## src/rtl/systolic_output_collector.sv

```systemverilog
// Deskews the skewed column outputs of the systolic array and writes each aligned
// result vector to the output buffer at consecutive addresses.
module systolic_output_collector #(
  parameter int unsigned WIDTH = 8,
  parameter int unsigned COL   = 4,
  parameter int unsigned LAT   = 4,
  parameter int unsigned AW    = 8
) (
  input  logic                            clk_i,
  input  logic                            rstn_i,
  input  logic                            start_i,
  input  logic [AW:0]                     num_vec_i,
  input  logic [AW-1:0]                   base_addr_i,
  input  logic [COL-1:0][WIDTH-1:0]       array_data_i,
  output logic                            ob_mem_we_o,
  output logic [AW-1:0]                   ob_mem_addr_o,
  output logic [COL-1:0][WIDTH-1:0]       ob_mem_data_o,
  output logic                            busy_o,
  output logic                            done_o
);

  localparam int unsigned CW = AW + $clog2(COL) + 2;
  localparam int unsigned WW = (LAT > 2) ? $clog2(LAT) : 1;

  localparam logic [1:0] StIdle    = 2'd0;
  localparam logic [1:0] StWait    = 2'd1;
  localparam logic [1:0] StCollect = 2'd2;
  localparam logic [1:0] StFin     = 2'd3;

  logic [1:0]                state_q, state_d;
  logic [CW-1:0]             cnt_q, cnt_d;
  logic [WW-1:0]             wcnt_q, wcnt_d;
  logic [AW:0]               n_q;
  logic [AW-1:0]             next_addr_q;
  logic                      we_q;
  logic [AW-1:0]             addr_q;
  logic [COL-1:0][WIDTH-1:0] data_q;

  logic                      collect;
  logic                      wr_en;
  logic [CW-1:0]             last_cnt;
  logic [WIDTH-1:0]          aligned [COL];

  assign collect  = (state_q == StCollect);
  // COLLECT spans N+COL cycles: the extra one lets done_o follow the last write.
  assign last_cnt = CW'(n_q) + CW'(COL) - CW'(1);
  assign wr_en    = collect && ((cnt_q - CW'(COL - 1)) < CW'(n_q));

  always_comb begin
    state_d = state_q;
    cnt_d   = cnt_q;
    wcnt_d  = wcnt_q;
    unique case (state_q)
      StIdle: begin
        if (start_i) begin
          cnt_d  = '0;
          wcnt_d = '0;
          if (num_vec_i == '0) begin
            state_d = StFin;
          end else if (LAT == 1) begin
            state_d = StCollect;
          end else begin
            state_d = StWait;
          end
        end
      end
      StWait: begin
        if (wcnt_q == WW'(LAT - 2)) begin
          state_d = StCollect;
        end else begin
          wcnt_d = wcnt_q + WW'(1);
        end
      end
      StCollect: begin
        if (cnt_q == last_cnt) begin
          state_d = StFin;
        end else begin
          cnt_d = cnt_q + CW'(1);
        end
      end
      StFin:   state_d = StIdle;
      default: state_d = StIdle;
    endcase
  end

  always_ff @(posedge clk_i or negedge rstn_i) begin
    if (!rstn_i) begin
      state_q     <= StIdle;
      cnt_q       <= '0;
      wcnt_q      <= '0;
      n_q         <= '0;
      next_addr_q <= '0;
      we_q        <= 1'b0;
      addr_q      <= '0;
      data_q      <= '0;
    end else begin
      state_q <= state_d;
      cnt_q   <= cnt_d;
      wcnt_q  <= wcnt_d;
      we_q    <= wr_en;
      if (state_q == StIdle && start_i) begin
        n_q         <= num_vec_i;
        next_addr_q <= base_addr_i;
      end else if (wr_en) begin
        next_addr_q <= next_addr_q + AW'(1);
      end
      if (wr_en) begin
        addr_q <= next_addr_q;
        for (int j = 0; j < COL; j++) begin
          data_q[j] <= aligned[j];
        end
      end
    end
  end

  // Column j needs COL-1-j stages; its first stage only loads inside its valid window.
  for (genvar j = 0; j < COL - 1; j++) begin : g_skew
    localparam int unsigned Depth = COL - 1 - j;
    logic [WIDTH-1:0] sr_q [Depth];
    logic             cap;

    assign cap = collect && ((cnt_q - CW'(j)) < CW'(n_q));

    always_ff @(posedge clk_i or negedge rstn_i) begin
      if (!rstn_i) begin
        for (int s = 0; s < Depth; s++) begin
          sr_q[s] <= '0;
        end
      end else begin
        if (cap) begin
          sr_q[0] <= array_data_i[j];
        end
        for (int s = 1; s < Depth; s++) begin
          sr_q[s] <= sr_q[s-1];
        end
      end
    end

    assign aligned[j] = sr_q[Depth-1];
  end

  assign aligned[COL-1] = array_data_i[COL-1];

  assign ob_mem_we_o   = we_q;
  assign ob_mem_addr_o = addr_q;
  assign ob_mem_data_o = data_q;
  assign busy_o        = (state_q != StIdle);
  assign done_o        = (state_q == StFin);

endmodule

```

## config.mk

```make
export PLATFORM = sky130hd
export DESIGN_NAME = systolic_output_collector
export DESIGN_NICKNAME = d
export VERILOG_FILES = /design/src/rtl/systolic_output_collector.sv
export SDC_FILE = /design/constraint.sdc
export NUM_CORES = 1
export LEC_CHECK = 0
export BUFFER_PORTS_ARGS = -buffer_cell sky130_fd_sc_hd__buf_2
export CAP_MARGIN = 20
export CORE_MARGIN = 2
export CORE_UTILIZATION = 55
export CTS_CLUSTER_SIZE = 8
export DETAILED_ROUTE_END_ITERATION = 8
export PLACE_DENSITY = 0.8
export REMOVE_ABC_BUFFERS = 1
export SKIP_CTS_REPAIR_TIMING = 1
export SLEW_MARGIN = 10
export SYNTH_ARGS = -nofsm -noshare
export SYNTH_HDL_FRONTEND = slang
export SYNTH_SLANG_ARGS = --single-unit
export TNS_END_PERCENT = 30
```

## constraint.sdc

```tcl
create_clock -name clk_i -period 5.4 [get_ports clk_i]
set_clock_uncertainty 0.05 [all_clocks]
set_input_delay 0.54 -clock clk_i [delete_from_list [all_inputs] [get_ports clk_i]]
set_output_delay 0.54 -clock clk_i [all_outputs]
set_load 0.02 [all_outputs]
```

# ---- Word level (Yosys, flattened, before mapping)
# Cells that the tools add are included.
dict set report word_totals {
  ff_bits 122
  in_bits 52
}
dict set report classes {
  add_sub_neg 8
  reduce_logical 14
  n_lt_le_gt_ge 4
  mux 13
  n_eq_ne 10
}
# cell count
set op_table {}
lappend op_table {{$lt 12x9->1} 4}
lappend op_table {{$mux 12} 2}
lappend op_table {{$pmux 12 s2} 1}
lappend op_table {{$sub 12x2->12 const B} 2}
lappend op_table {{$mux 8} 2}
lappend op_table {{$add 12x1->12 const B} 1}
lappend op_table {{$eq 12x12->1} 1}
lappend op_table {{$mux 2} 6}
lappend op_table {{$sub 12x1->12 const B} 1}
lappend op_table {{$sub 10x1->11 const B} 1}
lappend op_table {{$add 9x3->10 const B} 1}
lappend op_table {{$logic_not 9->1} 1}
lappend op_table {{$reduce_and 3->1} 3}
lappend op_table {{$add 8x1->8 const B} 1}
lappend op_table {{$ne 2x2->1 const B} 4}
lappend op_table {{$pmux 2 s4} 1}
lappend op_table {{$reduce_bool 2->1} 4}
lappend op_table {{$eq 2x2->1 const B} 3}
lappend op_table {{$logic_and 1x1->1} 5}
lappend op_table {{$pmux 2 s2} 1}
lappend op_table {{$add 2x1->2 const B} 1}
lappend op_table {{$eq 2x1->1 const B} 1}
lappend op_table {{$logic_not 2->1} 1}
lappend op_table {{$ne 2x1->1 const B} 1}

# ---- Depth between registers and ports, before layout
dict set report depth {
  depth_word 5
  ltp_mapped 15
  depth_no_buf 12
}

# ---- Least setup slack after synthesis
# Ideal clock, no wire load.
dict set report synth_path {
  kind {flip-flop to flip-flop}
  start {reg cnt_q[2]}
  end {reg data_q (netlist bit ob_mem_data_o[27])}
  setup_ns 0.125
  arrival_ns 3.563
  path_stages_with_launch 15
  n_path_buf 3
  setup_slack_ns 1.662
  cell_sequence {dfrtp_1 clkbuf_1 clkbuf_1 inv_1 ha_1 a2111o_1 nor3_1 xor2_1 ha_1 a211o_1 o221ai_1 nand2_4 inv_2 buf_2 mux2_2}
}
dict set report synth_between {
  elab_chain_cells 3
}
# element line
set synth_lines {}
lappend synth_lines {{start, declared} 31} ;# logic [CW-1:0] cnt_q, cnt_d;
lappend synth_lines {{start signal, assigned} 98} ;# cnt_q <= cnt_d;
lappend synth_lines {{$sub 12x2->12} 47} ;# assign wr_en = collect && ((cnt_q - CW'(COL - 1)) < CW'(n_q));
lappend synth_lines {{$lt 12x9->1} 47}
lappend synth_lines {{$logic_and 1x1->1} 47}
lappend synth_lines {{end signal, assigned by index} 110} ;# data_q[j] <= aligned[j];
lappend synth_lines {{end, declared} 37} ;# logic [COL-1:0][WIDTH-1:0] data_q;
# Every way passes these cells.
# A chain may end at the register's enable or synchronous reset.

# ---- Worst setup path in the final report
dict set report layout_path {
  start {reg cnt_q[2]}
  end {reg next_addr_q[1]}
}
dict set report layout_between {
  elab_chain_cells 4
}
# element line
set layout_lines {}
lappend layout_lines {{$sub 12x2->12} 47}
lappend layout_lines {{$lt 12x9->1} 47}
lappend layout_lines {{$logic_and 1x1->1} 47}
lappend layout_lines {{$reduce_bool 2->1 (no line)} --}
lappend layout_lines {{end signal, assigned} 103} ;# next_addr_q <= base_addr_i;
lappend layout_lines {{end signal, assigned} 105} ;# next_addr_q <= next_addr_q + AW'(1);
lappend layout_lines {{end, declared} 34} ;# logic [AW-1:0] next_addr_q;
# Every way passes these cells.

==> impl_metrics.csv <==
group,metric,value,unit
drt,wl,13500,um
drt,postRouteAntennaNets,0,
floorplanning,fp.dieW,111,um
finish,multi_input_area,3070,um2
clock_network,htreeDepth,4,
setup_path,cp.required,5.59,ns
floorplanning,rows,39,
setup_path,cp-end-kind,"register",
finish,final_cell_mix,"dfrtp_1 (122), buf_2 (93), mux2_2 (70)",
sta,finalMaxSlewViolations,0,
placement,gp_congestion,0.935,
finish,final_nets,738,
global_routing,grt_max_degree,81,
clock_network,cts_tree,"yes",
synthesis,avgSynthCellArea,11.5,um2
sta,hold_violations,0,
setup_path,criticalPathCategory,"register to register",
global_routing,grtUsageTotal,23.1,%
sta,worst-slew-pin-transition,0.989,ns
power,p_leak,0.00373,uW
power,pwr_density_cell,272,nW/um2
floorplanning,die_h,111,um
floorplanning,coreArea,11300,um2
global_routing,antenna_found_initial,0,
synthesis,synth_edf_count,0,
sta,relSlewSlack,33.9,%
finish,regArea,3050,um2
setup_path,reg2reg_from,"cnt_q[2]",
sta,setup_tns,0,ns
global_routing,grt_pass1_wl,23200,um
setup_path,r2r_cells,12,
sta,final.period_utilization,80.2,%
synthesis,syn_inst,551,
synthesis,synthArstFlopShare,100,%
synthesis,netlist_area,6340,um2
clock_network,cts_sinks,122,
finish,fillers,860,
clock_network,cts_buffer_depth,2,
drt,drtIter0Drc,352,
setup_path,cp.arrival,4.52,ns
drt,drtPass1Iterations,6,
drt,avgRoutedWirePerCell,17.0,um
clock_network,clkTransAtPathRegs,0.06,ns
synthesis,yosys_register_bits,122,
drt,num_vias,4680,
setup_path,reg2reg_to,"next_addr_q[1]",
setup_path,r2r_setup_slack,1.07,ns
drt,vias_per_cell,5.89,
clock_network,cts_made_buffers,17,
setup_path,path_max_fanout,33,
floorplanning,die-area,12400,um2
flow_run,drv_cap,0,
global_routing,overflow,0,
clock_network,cts.root.buffer_cell,"clkbuf_16",
power,max-vdd-ir-drop,0.303,mV
synthesis,synthFlopType,"dfrtp_1",
hold_path,min-delay-path-class,"input pin to async pin",
floorplanning,ios,95,
synthesis,yosysWarningCount,0,
finish,drive_gt1_share,32.0,%
drt,drc_errors,0,
clock_network,clock_latency,0.40,ns
setup_path,crit_path_start_kind,"register",
sta,fmax,0.231,GHz
synthesis,ys_seq_area_share,48.2,%
finish,antennaDiodeCount,0,
sta,rsz0062_at_grt,"no",
sta,finalCriticalPeriod,4.33,ns
global_routing,grt_pass1_vias,4812,
sta,setup_viol,0,
synthesis,ys_types,62,
finish,final_common_cell,"dfrtp_1",
finish,syn_to_final_growth,17.5,%
placement,hpwl,9360,um
finish,final_util,65.8,%
status,outcome,"completed",
floorplanning,initial_core_util,56.0,%
placement,port_buffers,94,
-- critical path, cell delays in order, from the launching register on --
cell and delay [ns]:
dfrtp_1 0.75, inv_1 0.18, ha_1 0.24, a2111o_1 0.50
nor3_1 0.21, xor2_1 0.12, ha_1 0.23, a211o_1 0.26
o221ai_1 0.38, nand2_4 0.25, inv_2 0.58, mux2i_1 0.30
a21oi_1 0.09
-- final cells by class --
type                            count  share of cell area [%]
Inverter                           25                    1.26
Clock inverter                     11                    1.28
Sequential cell                   122                    41.0
Clock buffer                       21                    6.32
Timing Repair Buffer               96                    6.55
Tap cell                          143                    2.40
Multi-Input combinational cell    376                    41.2
-- registers in the layout, summed over array words and instances (netlist names) --
signal	cells
aligned	16
cnt_q	12
g_skew.sr_q	32
n_q	9
next_addr_q	8
ob_mem_addr_o	8
ob_mem_data_o	32
ob_mem_we_o	1
state_q	2
wcnt_q	2
-- synth_stat cells, drive strengths merged, types with 7 or more instances --
cell type	number	area [um2]
clkbuf	17	63.8
mux2	72	811
o311ai	9	78.8
xor2	13	114
a21oi	13	65.1
nand3	13	65.1
or4	9	75.1
o31ai	7	52.6
nor2	29	109
inv	25	93.8
ha	48	601
nor3	11	66.3
dfrtp	122	3050
buf	11	60.1
xnor2	18	158
nand2	34	135
o41ai	9	86.3
o21ai	17	85.1
-- stage by stage --
step           cells  power (uW)  setup WS [ns]  instance area [um2]  hold slack, ns
2_1_floorplan    523         938           1.71                 6210           0.194
5_1_grt          794        2090          0.674                 7440           0.302
3_3_place_gp     762         975           1.29                 6880           0.282
4_1_cts          794        2050           1.12                 7440           0.271
6_report         794        2030           1.07                 7440           0.239
3_5_place_dp     762         977           1.14                 6880           0.285
-- routing by layer --
metal	part of all wire, %	global-route usage, %
met5	0	0
met4	3.1	9.79
met3	5.9	5.99
met2	50	38.2
met1	41	29.2
-- report_power, final --
group | total [uW] | internal, uW | switching, uW
clock network | 1070 | 666 | 402
registers | 919 | 918 | 1.43
logic | 40.4 | 16.1 | 24.4
-- worst max path at each step --
stage               cells past startpoint                end  startpoint
global placement                       11   ob_mem_data_o[1]    cnt_q[2]
global route                           12     next_addr_q[1]    cnt_q[2]
finish                                 12     next_addr_q[1]    cnt_q[2]
CTS                                    11   ob_mem_data_o[4]    cnt_q[2]
floorplan                              11  ob_mem_data_o[24]    cnt_q[2]
detailed placement                     11   ob_mem_data_o[4]    cnt_q[2]
-- logic make-up after synthesis --
kind of cell,synth area share (%)
flip-flops,48.2
buffers and inverters,3.44
multiplexers,13.6
AO/OA/AOI/OAI,10.7
AND/OR/NAND/NOR,10.3
XOR/XNOR,4.29
adder cells (fa/ha/maj),9.48
No activity file was read; power rests on OpenSTA's default activity.
